$ cat src/rtl/rv_unit_arbiter_if.sv
// rv_unit_arbiter_if: client request/response ports, compute-unit pins and status of the arbiter.
interface rv_unit_arbiter_if #(
   parameter int NUM_REQ = 4,
   parameter int DATA_W  = 32,
   parameter int RESP_W  = 32
);
   localparam int IW = $clog2(NUM_REQ);
   logic [NUM_REQ-1:0]        req_valid;
   logic [NUM_REQ-1:0]        req_ready;
   logic [NUM_REQ*DATA_W-1:0] req_data;
   logic [NUM_REQ-1:0]        rsp_valid;
   logic [NUM_REQ-1:0]        rsp_ready;
   logic [RESP_W-1:0]         rsp_data;
   logic                      unit_valid_in;
   logic                      unit_ready_out;
   logic [DATA_W-1:0]         unit_data_in;
   logic                      unit_valid_out;
   logic                      unit_ready_in;
   logic [RESP_W-1:0]         unit_data_out;
   logic [IW-1:0]             owner;
   logic                      busy;
   logic                      timeout_err;
   modport master (
      output req_valid, req_data, rsp_ready, unit_ready_out, unit_valid_out, unit_data_out,
      input  req_ready, rsp_valid, rsp_data, unit_valid_in, unit_data_in, unit_ready_in,
             owner, busy, timeout_err
   );
   modport slave (
      input  req_valid, req_data, rsp_ready, unit_ready_out, unit_valid_out, unit_data_out,
      output req_ready, rsp_valid, rsp_data, unit_valid_in, unit_data_in, unit_ready_in,
             owner, busy, timeout_err
   );
endinterface

$ cat src/rtl/rv_unit_arbiter.sv
// rv_unit_arbiter: round-robin sharing of one non-pipelined ready-valid compute unit among NUM_REQ clients.
module rv_unit_arbiter #(
   parameter int NUM_REQ = 4,
   parameter int DATA_W  = 32,
   parameter int RESP_W  = 32,
   parameter int TIMEOUT = 255
) (
   input logic             clk,
   input logic             reset,
   rv_unit_arbiter_if.slave bus
);
   localparam int IW = $clog2(NUM_REQ);
   localparam int TW = TIMEOUT > 0 ? $clog2(TIMEOUT + 1) : 1;
   typedef enum logic [1:0] {ARB, ISSUE, WAIT} state_t;
   state_t        state, state_n;
   logic [IW-1:0] rr_ptr, owner_r, grant;
   logic [TW-1:0] timer;
   logic          err, rsp_fire;
   assign rsp_fire = bus.unit_valid_out && bus.rsp_ready[owner_r];
   // Scan downward so the last hit is the first valid requester at or after rr_ptr.
   always_comb begin
      grant = rr_ptr;
      for (int k = NUM_REQ - 1; k >= 0; k--)
         if (bus.req_valid[IW'((int'(rr_ptr) + k) % NUM_REQ)])
            grant = IW'((int'(rr_ptr) + k) % NUM_REQ);
   end
   always_comb begin
      state_n = (state == ARB && |bus.req_valid) ? ISSUE :
                (state == ISSUE && bus.unit_ready_out) ? WAIT :
                (state == WAIT && rsp_fire) ? ARB : state;
      bus.req_ready     = (state == ISSUE) ? NUM_REQ'(bus.unit_ready_out) << owner_r : '0;
      bus.unit_valid_in = state == ISSUE;
      bus.unit_data_in  = bus.req_data[owner_r*DATA_W +: DATA_W];
      bus.rsp_valid     = (state == WAIT) ? NUM_REQ'(bus.unit_valid_out) << owner_r : '0;
      bus.rsp_data      = bus.unit_data_out;
      bus.unit_ready_in = state == WAIT && bus.rsp_ready[owner_r];
      bus.owner         = owner_r;
      bus.busy          = state != ARB;
      bus.timeout_err   = err;
   end
   always_ff @(posedge clk) begin
      if (reset) begin
         state   <= ARB;
         rr_ptr  <= '0;
         owner_r <= '0;
         timer   <= '0;
         err     <= 1'b0;
      end else begin
         state <= state_n;
         if (state == ARB && |bus.req_valid)
            owner_r <= grant;
         if (state == WAIT && rsp_fire)
            rr_ptr <= (owner_r == IW'(NUM_REQ - 1)) ? '0 : owner_r + 1'b1;
         timer <= (state == ARB) ? '0 : (timer < TW'(TIMEOUT)) ? timer + 1'b1 : timer;
         // Flag is raised as the timer steps onto TIMEOUT; the transaction keeps running.
         if (TIMEOUT > 0 && state != ARB && timer >= TW'(TIMEOUT - 1))
            err <= 1'b1;
      end
   end
endmodule

$ cat src/flat_wrapper.sv
// flat-port wrapper written by rule: the top's interface ports become plain ports
module rv_unit_arbiter_flat 
#(
   parameter int NUM_REQ = 4,
   parameter int DATA_W  = 32,
   parameter int RESP_W  = 32,
   parameter int TIMEOUT = 255
)
  (clk, reset, bus_req_valid, bus_req_data, bus_rsp_ready, bus_unit_ready_out, bus_unit_valid_out, bus_unit_data_out, bus_req_ready, bus_rsp_valid, bus_rsp_data, bus_unit_valid_in, bus_unit_data_in, bus_unit_ready_in, bus_owner, bus_busy, bus_timeout_err);
  rv_unit_arbiter_if #(.NUM_REQ(NUM_REQ), .DATA_W(DATA_W), .RESP_W(RESP_W)) bus_i ();
  input logic clk;
  input logic reset;
  input wire logic [$bits(bus_i.req_valid)-1:0] bus_req_valid;
  input wire logic [$bits(bus_i.req_data)-1:0] bus_req_data;
  input wire logic [$bits(bus_i.rsp_ready)-1:0] bus_rsp_ready;
  input wire logic [$bits(bus_i.unit_ready_out)-1:0] bus_unit_ready_out;
  input wire logic [$bits(bus_i.unit_valid_out)-1:0] bus_unit_valid_out;
  input wire logic [$bits(bus_i.unit_data_out)-1:0] bus_unit_data_out;
  output wire logic [$bits(bus_i.req_ready)-1:0] bus_req_ready;
  output wire logic [$bits(bus_i.rsp_valid)-1:0] bus_rsp_valid;
  output wire logic [$bits(bus_i.rsp_data)-1:0] bus_rsp_data;
  output wire logic [$bits(bus_i.unit_valid_in)-1:0] bus_unit_valid_in;
  output wire logic [$bits(bus_i.unit_data_in)-1:0] bus_unit_data_in;
  output wire logic [$bits(bus_i.unit_ready_in)-1:0] bus_unit_ready_in;
  output wire logic [$bits(bus_i.owner)-1:0] bus_owner;
  output wire logic [$bits(bus_i.busy)-1:0] bus_busy;
  output wire logic [$bits(bus_i.timeout_err)-1:0] bus_timeout_err;
  assign bus_i.req_valid = bus_req_valid;
  assign bus_i.req_data = bus_req_data;
  assign bus_i.rsp_ready = bus_rsp_ready;
  assign bus_i.unit_ready_out = bus_unit_ready_out;
  assign bus_i.unit_valid_out = bus_unit_valid_out;
  assign bus_i.unit_data_out = bus_unit_data_out;
  assign bus_req_ready = bus_i.req_ready;
  assign bus_rsp_valid = bus_i.rsp_valid;
  assign bus_rsp_data = bus_i.rsp_data;
  assign bus_unit_valid_in = bus_i.unit_valid_in;
  assign bus_unit_data_in = bus_i.unit_data_in;
  assign bus_unit_ready_in = bus_i.unit_ready_in;
  assign bus_owner = bus_i.owner;
  assign bus_busy = bus_i.busy;
  assign bus_timeout_err = bus_i.timeout_err;
  rv_unit_arbiter #(.NUM_REQ(NUM_REQ), .DATA_W(DATA_W), .RESP_W(RESP_W), .TIMEOUT(TIMEOUT)) u_core (.clk(clk), .reset(reset), .bus(bus_i));
endmodule
$ cat config.mk
export PLATFORM = sky130hd
export DESIGN_NAME = rv_unit_arbiter_flat
export DESIGN_NICKNAME = d
export VERILOG_FILES = /design/src/rtl/rv_unit_arbiter_if.sv /design/src/rtl/rv_unit_arbiter.sv /design/src/flat_wrapper.sv
export SDC_FILE = /design/constraint.sdc
export NUM_CORES = 1
export LEC_CHECK = 0
export ABC_AREA = 1
export CAP_MARGIN = 40
export CORE_AREA = 8 8 91 93
export DETAILED_ROUTE_END_ITERATION = 8
export DIE_AREA = 0 0 99 101
export DONT_BUFFER_PORTS = 1
export PLACE_DENSITY_LB_ADDON = 0.2
export REMOVE_ABC_BUFFERS = 1
export SYNTH_ARGS = -nofsm -noshare
export SYNTH_HDL_FRONTEND = slang
export SYNTH_SLANG_ARGS = --single-unit
$ cat constraint.sdc
create_clock -name clk -period 2 [get_ports clk]
set_input_delay 0.2 -clock clk [delete_from_list [all_inputs] [get_ports clk]]
set_output_delay 0.2 -clock clk [all_outputs]
set_load 0.05 [all_outputs]
==> qor.tcl, run 1 <==
set qor(drt_iter0_drc) 92
set qor(cts-hold-fix-buffers) 0
set qor(worst_slew_pin_slew_ps) 519.4
set qor(place.detailed.hpwl_um) 11870
set qor(rsz_0062_raised_after_global_routing) {no}
set qor(die_width_um) 99
set qor(yosys_warnings) 0
set qor(cts_inserted_buffers) 3
set qor(global_route.usage.total_pct) 24.80
set qor(layout-drive-gt1-share_pct) 17.60
set qor(final_cell_count_no_fill) 457
set qor(dieHeight_um) 101
set qor(asyncSetResetFlopFracSynth_pct) 0
set qor(synth_top_flop_cell) {sky130_fd_sc_hd__dfxtp_1}
set qor(syn_avg_cell_area_um2) 5.553
set qor(cell_at_the_root_of_the_clock_tree) {sky130_fd_sc_hd__clkbuf_8}
set qor(crit_arrival_ps) 1620
set qor(layout.cells.most_common) {sky130_fd_sc_hd__nor2_1}
set qor(post_synth_main_area_contributors) {sky130_fd_sc_hd__o21ai_0 (17%), sky130_fd_sc_hd__dfxtp_1 (14%), sky130_fd_sc_hd__nor2_1 (14%)}
set qor(post_synthesis_cell_area_um2) 2077
set qor(synth_largest_type_area_fraction_pct) 17.11
set qor(timing.critical_path.to_type) {output pin}
set qor(dieArea_um2) 9999
set qor(cts_tree) {done}
set qor(setup_slack_ps) 184.2
set qor(post_synth_inst_count) 374
set qor(htree_num_levels) 1
set qor(maxClockFrequency_ghz) 0.5507
set qor(pin_count) 250
set qor(floorplan.core_area_um2) 6943
set qor(gpl.final_weighted_congestion) 0.9104
set qor(grt_first_pass_wirelength_um) 17520
set qor(dp.cells) 453
set qor(slew-limit-headroom_pct) 65.33
set qor(final_cell_mix) {sky130_fd_sc_hd__nor2_1 (79), sky130_fd_sc_hd__o21ai_0 (71), sky130_fd_sc_hd__buf_4 (49), sky130_fd_sc_hd__nand2_1 (46), sky130_fd_sc_hd__o22ai_1 (32)}
set qor(power.density_nw_per_um2) 881.2
set qor(skew_ps) 2.941
set qor(power_report.internal_total_mw) 0.8702
set qor(dp_worst_setup_slack_ps) 436.2
set qor(worstSetupStartpointType) {flop}
set qor(hold_ws_ps) 17.09
set qor(worst_ir_drop_vdd_uv) 266.6
set qor(worst-path-max-fanout) 11
set qor(clock_insertion_delay_worst_skew_ps) 240
set qor(yosysTopAreaCell) {sky130_fd_sc_hd__o21ai_0}
set qor(worstPathCellList) {inv_1, buf_4, o21ai_0, o22ai_1, buf_4}
set qor(switching_share_pct) 57.47
set qor(grt_max_degree) 54
set qor(hold_path_class) {input pin to flop}
set qor(cts_sinks) 15
set qor(layout_worst_path_cycle_share_pct) 90.79
set qor(finalSetupViolations) 0
set qor(drt_drc_violations_left) 0
set qor(io_port_bufs) 0
set qor(starting_utilization_of_the_core_area_pct) 29.92
set qor(drt-wirelength-per-cell_um) 29.28
set qor(slowest_stage) {sky130_fd_sc_hd__dfxtp_2}
set qor(share_clk_of_total_power_pct) 11.9
set qor(post_synth_num_cell_types) 24
set qor(multiInputGateArea_um2) 1343
set qor(clockBufferDepth) 2
set qor(detailroute.via_count) 2588
set qor(length_of_the_first_detailed_routing_pass_in_iterations) 6
set qor(min_period_ps) 1816
set qor(pwr-share-seq_pct) 16.4
set qor(rows) 31
set qor(hold-path-cell-count) 1
set qor(most_common_cell_type_on_the_critical_path) {sky130_fd_sc_hd__buf_4}
set qor(critical-path-max-stage-delay_ps) 380
set qor(post_cts.resized_instances) 0
set qor(timing.setup.critical_path_class) {flop to output pin}
set qor(status) {finished, final reports clean}
set qor(fillerInstances) 789
set qor(routed_via_density) 5.663
set qor(worstPathRequired_ps) 1800
set qor(p_sw_mw) 1.176
set qor(yosysSeqAreaShare_pct) 14.46
set qor(grt_remaining_overflow) 0
set qor(route.final.wire_length_um) 13380
set qor(antennaDiodeCount) 0
set qor(area_growth_syn_to_layout_pct) 11.81
set qor(postCtsSetupRepairBufs) 0
set qor(slew_viol_final) 0
set qor(nNetsFinal) 551
set qor(r2r_cells) 7
set qor(layout.area.seq_um2) 302.8
set qor(synth.ff_latch_count) 15
set qor(number_of_flops_mapped_to_enable_cells_by_yosys) 0
set qor(worst_setup_hold_path_clk_slew_ps) 60
set qor(comb_power_share_pct) 71.7
set qor(p_leak_nw) 0.9962
set qor(cap_violations) 0
set qor(first_global_vias) 2276
set qor(final_hold_viol_count) 0
set qor(grt_antenna_before_repair) 0
set qor(postRouteAntennaNets) 0
==> cell usage after synthesis, types with 5 or more instances <==
master,n
sky130_fd_sc_hd__o21ai_0,71
sky130_fd_sc_hd__dfxtp_1,15
sky130_fd_sc_hd__nor3_1,12
sky130_fd_sc_hd__inv_1,25
sky130_fd_sc_hd__o22ai_1,32
sky130_fd_sc_hd__clkbuf_1,13
sky130_fd_sc_hd__nand3_1,10
sky130_fd_sc_hd__a21oi_1,12
sky130_fd_sc_hd__buf_2,5
sky130_fd_sc_hd__buf_4,35
sky130_fd_sc_hd__nor2_1,79
sky130_fd_sc_hd__nand2_1,46
==> cell families (layout without fill, tap and decap cells) <==
kind of cell,after synthesis,in the layout,share of synthesized area [%]
adders and majority gates,3,3,1.807
and+or+nand+nor,149,149,28.80
buffers and inverters,82,83,21.87
DFF,15,15,14.46
AOI/OAI and AO/OA,122,122,31.81
xor gates and xnor gates,3,3,1.265
==> state kept, by name, summed over array words and instances (netlist names) <==
signal / flops
u_core.state: 2
u_core.timer: 8
u_core.bus.owner: 2
u_core.rr_ptr: 2
u_core.bus.timeout_err: 1
==> through the flow <==
step	cell area, um^2	utilization, %	TNS (ps)	power [mW]
6_report	2322	33.45	0	2.046
5_1_grt	2322	33.45	0	2.146
4_1_cts	2322	33.45	0	2.059
3_5_place_dp	2277	32.80	0	1.811
3_3_place_gp	2277	32.80	0	1.801
2_1_floorplan	1724	-	-71680	1.354
==> path summary, 6_finish.rpt <==
check / start / endpoint / slack (ps)
max: u_core.bus.owner[1]$_SDFFE_PP0P_ / bus_unit_data_in[22] / 180
min: reset / u_core.state[0]$_SDFFE_PP0P_ / 20
max reg2reg: u_core.bus.owner[0]$_SDFFE_PP0P_ / u_core.rr_ptr[0]$_SDFFE_PP0P_ / 520
min reg2reg: u_core.state[0]$_SDFFE_PP0P_ / u_core.state[0]$_SDFFE_PP0P_ / 480
==> worst max-delay path, delay by kind of cell, from the launching register on <==
kind	cells	cell delay [ps]
compound gates	2	230
buf+inv	3	760
flops	1	380
==> power by group through the flow <==
stage / Clock [mW] / Sequential, mW / Combinational [mW]
finish: 0.243 / 0.336 / 1.47
global route: 0.263 / 0.339 / 1.54
CTS: 0.250 / 0.336 / 1.47
detailed placement: 0 / 0.343 / 1.47
global placement: 0 / 0.341 / 1.46
floorplan: 0 / 0.400 / 0.955
==> final cells by class <==
class                   instances  area share [%]
multi-input cells             277           57.81
inverters                      27           4.364
repair buffers                 52           18.43
flip-flops and latches         15           13.04
clock buffers                   4           1.940
well taps                      82           4.418
==> routing by layer <==
metal	GRT usage, %	part of all wire [%]
met5	5.464	0.49
met4	5.667	2.7
met3	21.13	19
met1	16.05	23
met2	49.17	54
(Power assumes the default switching activity.)
==> inputs of run 2 (changes only) <==
Settings changed: CORE_AREA 8 8 91 93 to 8 8 90 92, DIE_AREA 0 0 99 101 to 0 0 98 100.
Clock period 2 ns to 1.6 ns, I/O delays scaled along.
==> qor.tcl, run 2 (synthesis gave the netlist of run 1 again) <==
set qor(power.density_nw_per_um2) 1081 ;# +23%
set qor(length_of_the_first_detailed_routing_pass_in_iterations) 4 ;# -2
set qor(regMostFlops) {u_core.timer}
set qor(worst-path-max-fanout) 16 ;# +5
set qor(crit_arrival_ps) 1480 ;# -140 ps
set qor(grt_first_pass_wirelength_um) 18270 ;# +4.3%
set qor(pin_count) 250 ;# unchanged
set qor(antennaDiodeCount) 0 ;# unchanged
set qor(grt_antenna_before_repair) 0 ;# unchanged
set qor(worst_setup_hold_path_clk_slew_ps) 70 ;# about the same
set qor(cts_inserted_buffers) 3 ;# unchanged
set qor(drt-wirelength-per-cell_um) 29.19 ;# -0.31%
set qor(rows) 30 ;# -3.2%
set qor(rsz_0062_raised_after_global_routing) {yes}
set qor(cts_tree) {done}
set qor(detailed_place.area_um2) 2297 ;# +0.88%
set qor(worst_ir_drop_vdd_uv) 558.3 ;# +110%
set qor(p_leak_nw) 1.128 ;# +13%
set qor(dp_worst_setup_slack_ps) 155.8 ;# -280.4 ps
set qor(slew_viol_final) 0 ;# unchanged
set qor(critical_path.reg2reg.endpoint) {u_core.rr_ptr[0]$_SDFFE_PP0P_}
set qor(io_port_bufs) 0 ;# unchanged
set qor(grt_max_degree) 33 ;# -39%
set qor(timing.setup.critical_path_class) {flop to output pin}
set qor(nNetsFinal) 564 ;# +2.4%
set qor(detailroute.via_count) 2692 ;# +4.0%
set qor(cts_sinks) 15 ;# unchanged
set qor(drt_iter0_drc) 139 ;# +51%
set qor(area_growth_syn_to_layout_pct) 24.58
set qor(worst_setup_path_startpoint) {u_core.bus.owner[0]$_SDFFE_PP0P_}
set qor(maxClockFrequency_ghz) 0.6097
set qor(postRouteAntennaNets) 0 ;# unchanged
set qor(worstPathRequired_ps) 1440 ;# -360 ps
set qor(clock_insertion_delay_worst_skew_ps) 250 ;# about the same
set qor(htree_num_levels) 1 ;# unchanged
set qor(violations) {negative setup slack}
set qor(drt_drc_violations_left) 0 ;# unchanged
set qor(layout-drive-gt1-share_pct) 22.16 ;# +4.6 points
set qor(status) {finished, violations left}
set qor(first_global_vias) 2457 ;# +8.0%
set qor(hold_ws_ps) 67.11 ;# +50.02 ps
set qor(grt_remaining_overflow) 0 ;# unchanged
set qor(worst_slew_pin_slew_ps) 520.0 ;# +0.5782 ps
set qor(place.detailed.hpwl_um) 11730 ;# -1.2%
set qor(dieHeight_um) 100 ;# -0.99%
set qor(final_cell_mix) {sky130_fd_sc_hd__nor2_1 (79), sky130_fd_sc_hd__buf_4 (49), sky130_fd_sc_hd__nand2_1 (45), sky130_fd_sc_hd__o21ai_1 (37), sky130_fd_sc_hd__o21ai_0 (36)}
set qor(critical_path.endpoint) {bus_unit_data_in[5]}
set qor(cap_violations) 0 ;# unchanged
set qor(starting_utilization_of_the_core_area_pct) 31.26 ;# +1.3 points
set qor(setup_slack_ps) -40.09 ;# -224.2 ps
set qor(fillerInstances) 716 ;# -9.3%
set qor(timing.critical_path.to_type) {output pin}
set qor(routed_via_density) 5.752 ;# +1.6%
set qor(min_period_ps) 1640
set qor(clockBufferDepth) 2 ;# unchanged
set qor(final_hold_viol_count) 0 ;# unchanged
set qor(crit-reg2reg-launch) {u_core.bus.owner[0]$_SDFFE_PP0P_}
set qor(cell_at_the_root_of_the_clock_tree) {sky130_fd_sc_hd__clkbuf_8}
set qor(gpl.final_weighted_congestion) 0.9271 ;# +1.8%
set qor(hold_path_class) {input pin to flop}
set qor(r2r_cells) 8 ;# +1
set qor(setup.reg_to_reg.worst_slack_ps) 120 ;# -400 ps
set qor(skew_ps) 5.074 ;# +2.133 ps
set qor(route.final.wire_length_um) 13660 ;# +2.1%
set qor(worstSetupStartpointType) {flop}
set qor(die_width_um) 98 ;# -1.0%
set qor(layout_worst_path_cycle_share_pct) 102.5
set qor(floorplan.core_area_um2) 6644 ;# -4.3%
set qor(final_util_pct) 38.95 ;# +5.5 points
set qor(p_total_mw) 2.798 ;# +37%
set qor(global_route.usage.total_pct) 25.94 ;# +1.1 points
set qor(slew-limit-headroom_pct) 65.29 ;# about the same
set qor(layout.cells.most_common) {sky130_fd_sc_hd__nor2_1}
set qor(post_route_design_area_um2) 2587 ;# +11%
set qor(dieArea_um2) 9800 ;# -2.0%
set qor(largest_reg_flops) 8 ;# unchanged
set qor(finalSetupViolations) 1 ;# +1
-- run 2: cell count changes in the layout (fill, tap and decap cells not counted), sizes merged --
cell         before  now
buf              52   62
clkinv            1    2
dlygate4sd3       0    1
bufbuf            0    1
-- run 2: routing by layer --
layer | part of all wire [%] | track usage (%)
met2 | 54 | 49.89
met5 | 0.18 | 2.186
met3 | 19 | 22.42
met4 | 2.6 | 7.434
met1 | 25 | 17.63
-- run 2: final cells by class --
class / count / area [um^2] / area share, %
clock buffers: 3 / 41.29 / 1.596
clock inverters: 1 / 5.005 / 0.1934
inverters: 27 / 106.4 / 4.110
multi-input cells: 277 / 1368 / 52.85
flip-flops and latches: 15 / 309.0 / 11.94
well taps: 80 / 100.1 / 3.868
repair buffers: 65 / 658.1 / 25.44
-- run 2: what timing repair did --
item	in CTS	in global routing
endpoints found under the setup margin	24	33
gates cloned	3	1
hold endpoints to repair	5	0
pin swaps	2	2
setup buffers	3	3
hold buffers	1	0
gates resized for setup	40	18
-- run 2: worst max-delay path, cell delays in order (launching register included) --
cell and delay, ps:
sky130_fd_sc_hd__dfxtp_4 410, sky130_fd_sc_hd__clkinv_4 120, sky130_fd_sc_hd__buf_12 170, sky130_fd_sc_hd__o21ai_0 190, sky130_fd_sc_hd__o22ai_1 120, sky130_fd_sc_hd__buf_4 210
-- run 2: where the power goes --
| part | leakage (nW) | internal (mW) | switching (mW) |
|---|---|---|---|
| Sequential | 0.124 | 0.395 | 0.0279 |
| Clock | 0.0255 | 0.173 | 0.139 |
| Combinational | 0.979 | 0.679 | 1.38 |
| Total | 1.13 | 1.25 | 1.55 |
-- run 2: how the worst min path moves through the flow --
stage,slack (ps),depth (start not counted),startpoint,end
final,70,3,reset,u_core.bus.owner[0]$_SDFFE_PP0P_
after CTS,60,3,reset,u_core.bus.owner[0]$_SDFFE_PP0P_
after global routing,70,2,bus_unit_valid_out,u_core.rr_ptr[1]$_SDFFE_PP0P_
after floorplan,230,1,reset,u_core.bus.timeout_err$_SDFFE_PP0P_
after global placement,230,1,reset,u_core.state[1]$_SDFFE_PP0P_
after detailed placement,230,1,reset,u_core.state[0]$_SDFFE_PP0P_
-- run 2: through the flow --
stage | std cells | setup TNS (ps)
global route | 468 | -901.0
detailed placement | 453 | 0
CTS | 464 | -10.64
finish | 468 | -40.09
floorplan | 319 | -88200
global placement | 453 | 0
==> inputs of run 3 (changes only) <==
Settings changed: CORE_AREA 8 8 90 92 to 8 8 91 93, DIE_AREA 0 0 98 100 to 0 0 99 101.
==> qor.tcl, run 3 (synthesis gave the netlist of run 1 again) <==
set qor(grt_remaining_overflow) 0 ;# unchanged
set qor(place.detailed.hpwl_um) 11970 ;# +2.0%
set qor(hold_ws_ps) 84.69 ;# +17.58 ps
set qor(first_global_vias) 2393 ;# -2.6%
set qor(global_route.usage.total_pct) 25.52 ;# -0.41 points
set qor(detailroute.via_count) 2686 ;# -0.22%
set qor(grt_first_pass_wirelength_um) 18170 ;# -0.53%
set qor(starting_utilization_of_the_core_area_pct) 29.92 ;# -1.3 points
set qor(hold_path_class) {input pin to flop}
set qor(largest_reg_flops) 8 ;# unchanged
set qor(timing.setup.critical_path_class) {flop to output pin}
set qor(routed_via_density) 5.752 ;# about the same
set qor(rows) 31 ;# +3.3%
set qor(grt_antenna_before_repair) 0 ;# unchanged
set qor(crit-reg2reg-launch) {u_core.bus.owner[1]$_SDFFE_PP0P_}
set qor(worst_setup_hold_path_clk_slew_ps) 60 ;# about the same
set qor(hold-path-cell-count) 2 ;# -1
set qor(slew_viol_final) 0 ;# unchanged
set qor(dieArea_um2) 9999 ;# +2.0%
set qor(timing.critical_path.to_type) {output pin}
set qor(drt-wirelength-per-cell_um) 29.60 ;# +1.4%
set qor(worstPathRequired_ps) 1440 ;# about the same
set qor(drt_iter0_drc) 109 ;# -22%
set qor(most_common_cell_type_on_the_critical_path) {sky130_fd_sc_hd__buf_4}
set qor(nNetsFinal) 561 ;# -0.53%
set qor(setup_slack_ps) -31.44 ;# +8.658 ps
set qor(critical_path.reg2reg.endpoint) {u_core.rr_ptr[1]$_SDFFE_PP0P_}
set qor(layout_worst_path_cycle_share_pct) 102.0 ;# -0.54 points
set qor(worstSetupStartpointType) {flop}
set qor(regMostFlops) {u_core.timer}
set qor(antennaDiodeCount) 0 ;# unchanged
set qor(holdCritStartpoint) {bus_unit_valid_out}
set qor(clockBufferDepth) 2 ;# unchanged
set qor(critical_path_depth) 5 ;# unchanged
set qor(gpl.final_weighted_congestion) 0.9350 ;# +0.85%
set qor(setup_tns_ps) -98.31 ;# -58.22 ps
set qor(drt_drc_violations_left) 0 ;# unchanged
set qor(worstPathCellList) {buf_4, buf_16, o21ai_0, o22ai_1, buf_4}
set qor(maxClockFrequency_ghz) 0.6130 ;# +0.53%
set qor(slew-limit-headroom_pct) 64.97 ;# -0.32 points
set qor(critical_path.top_delay_family) {buffers and inverters}
set qor(worst_slew_pin_slew_ps) 524.8 ;# +4.796 ps
set qor(p_total_mw) 2.698 ;# -3.6%
set qor(length_of_the_first_detailed_routing_pass_in_iterations) 5 ;# +1
set qor(cts_tree) {done}
set qor(worst-path-max-fanout) 20 ;# +4
set qor(power.density_nw_per_um2) 1080 ;# -0.10%
set qor(worst-path-buf-inv) 3 ;# unchanged
set qor(final_hold_viol_count) 0 ;# unchanged
set qor(cap_violations) 0 ;# unchanged
set qor(finalSetupViolations) 8 ;# +7
set qor(dieHeight_um) 101 ;# +1.0%
set qor(floorplan.core_area_um2) 6943 ;# +4.5%
set qor(setup.reg_to_reg.worst_slack_ps) 170 ;# +50 ps
set qor(min_period_ps) 1631 ;# -8.658 ps
set qor(area_growth_syn_to_layout_pct) 20.24
set qor(cts_inserted_buffers) 3 ;# unchanged
set qor(detailed_place.area_um2) 2287 ;# -0.44%
set qor(r2r_cells) 8 ;# unchanged
set qor(p_leak_nw) 1.077 ;# -4.6%
set qor(crit_arrival_ps) 1470 ;# about the same
set qor(layout-drive-gt1-share_pct) 21.56 ;# -0.61 points
set qor(die_width_um) 99 ;# +1.0%
set qor(slowest_stage) {sky130_fd_sc_hd__dfxtp_4}
set qor(route.final.wire_length_um) 13820 ;# +1.2%
set qor(htree_num_levels) 1 ;# unchanged
set qor(rsz_0062_raised_after_global_routing) {yes}
set qor(final_cell_count_no_fill) 467 ;# -0.21%
set qor(cts_sinks) 15 ;# unchanged
set qor(status) {finished, violations left}
set qor(dp_worst_setup_slack_ps) 154.8 ;# -0.9830 ps
set qor(skew_ps) 1.127 ;# -3.947 ps
set qor(io_port_bufs) 0 ;# unchanged
set qor(violations) {negative setup slack}
set qor(final_cell_mix) {sky130_fd_sc_hd__nor2_1 (78), sky130_fd_sc_hd__o21ai_0 (62), sky130_fd_sc_hd__buf_4 (47), sky130_fd_sc_hd__nand2_1 (44), sky130_fd_sc_hd__o22ai_1 (31)}
set qor(grt_max_degree) 38 ;# +15%
set qor(layout.cells.most_common) {sky130_fd_sc_hd__nor2_1}
set qor(worst_ir_drop_vdd_uv) 410.7 ;# -26%
set qor(critical-path-max-stage-delay_ps) 420 ;# about the same
set qor(final_util_pct) 35.97 ;# -3.0 points
set qor(hold_path_end) {u_core.rr_ptr[1]$_SDFFE_PP0P_}
set qor(postRouteAntennaNets) 0 ;# unchanged
set qor(clock_insertion_delay_worst_skew_ps) 250 ;# about the same
set qor(dp.cells) 456 ;# +0.66%
set qor(cell_at_the_root_of_the_clock_tree) {sky130_fd_sc_hd__clkbuf_8}
set qor(post_route_design_area_um2) 2497 ;# -3.5%
set qor(pin_count) 250 ;# unchanged
## run 3: what timing repair did
action	in CTS	in global routing
hold buffers	1	0
gates cloned	2	0
buffers inserted	2	2
hold endpoints to repair	5	0
setup endpoints to repair	37	40
pin swaps	0	3
resized for setup	13	18
## run 3: metal layers
layer	wire length [um]	global-route usage, %	share of wire (%)
met1	3337	17.41	24
met2	7464	49.01	54
met3	2565	21.13	19
met4	397	8.028	2.9
met5	59	4.918	0.43
## run 3: where the power goes
part           leakage, nW  total, mW  switching [mW]  internal [mW]
clock               0.0228      0.309           0.133          0.176
sequential           0.124      0.429          0.0338          0.395
combinational        0.930       1.96            1.35          0.605
## run 3: area by class of cell
type / instances / area, um^2
Clock buffer: 4 / 45.04
Fill cell: 772 / 4446
Inverter: 27 / 103.9
Multi-Input combinational cell: 277 / 1361
Sequential cell: 15 / 309.0
Tap cell: 82 / 102.6
Timing Repair Buffer: 62 / 575.6
## run 3: worst reg2reg max path: stages, from the launching register on
cell and delay, ps:
sky130_fd_sc_hd__dfxtp_4 400, sky130_fd_sc_hd__inv_2 80, sky130_fd_sc_hd__nor2_1 90, sky130_fd_sc_hd__o21ai_0 110, sky130_fd_sc_hd__a21oi_2 260, sky130_fd_sc_hd__buf_4 160, sky130_fd_sc_hd__nand2_1 80, sky130_fd_sc_hd__nand2_1 70
sky130_fd_sc_hd__a21oi_1 60
## run 3: worst max-delay path by stage
stage	start	to	slack [ps]
6_report	u_core.bus.owner[0]$_SDFFE_PP0P_	bus_unit_data_in[29]	-30
4_1_cts	u_core.bus.owner[0]$_SDFFE_PP0P_	bus_unit_data_in[16]	-10
3_5_place_dp	u_core.bus.owner[0]$_SDFFE_PP0P_	bus_unit_data_in[1]	150
5_1_grt	u_core.bus.owner[0]$_SDFFE_PP0P_	bus_unit_data_in[18]	-90
3_3_place_gp	u_core.bus.owner[1]$_SDFFE_PP0P_	bus_unit_data_in[16]	190
2_1_floorplan	u_core.bus.owner[0]$_SDFFE_PP0P_	u_core.rr_ptr[0]$_SDFFE_PP0P_	-2190
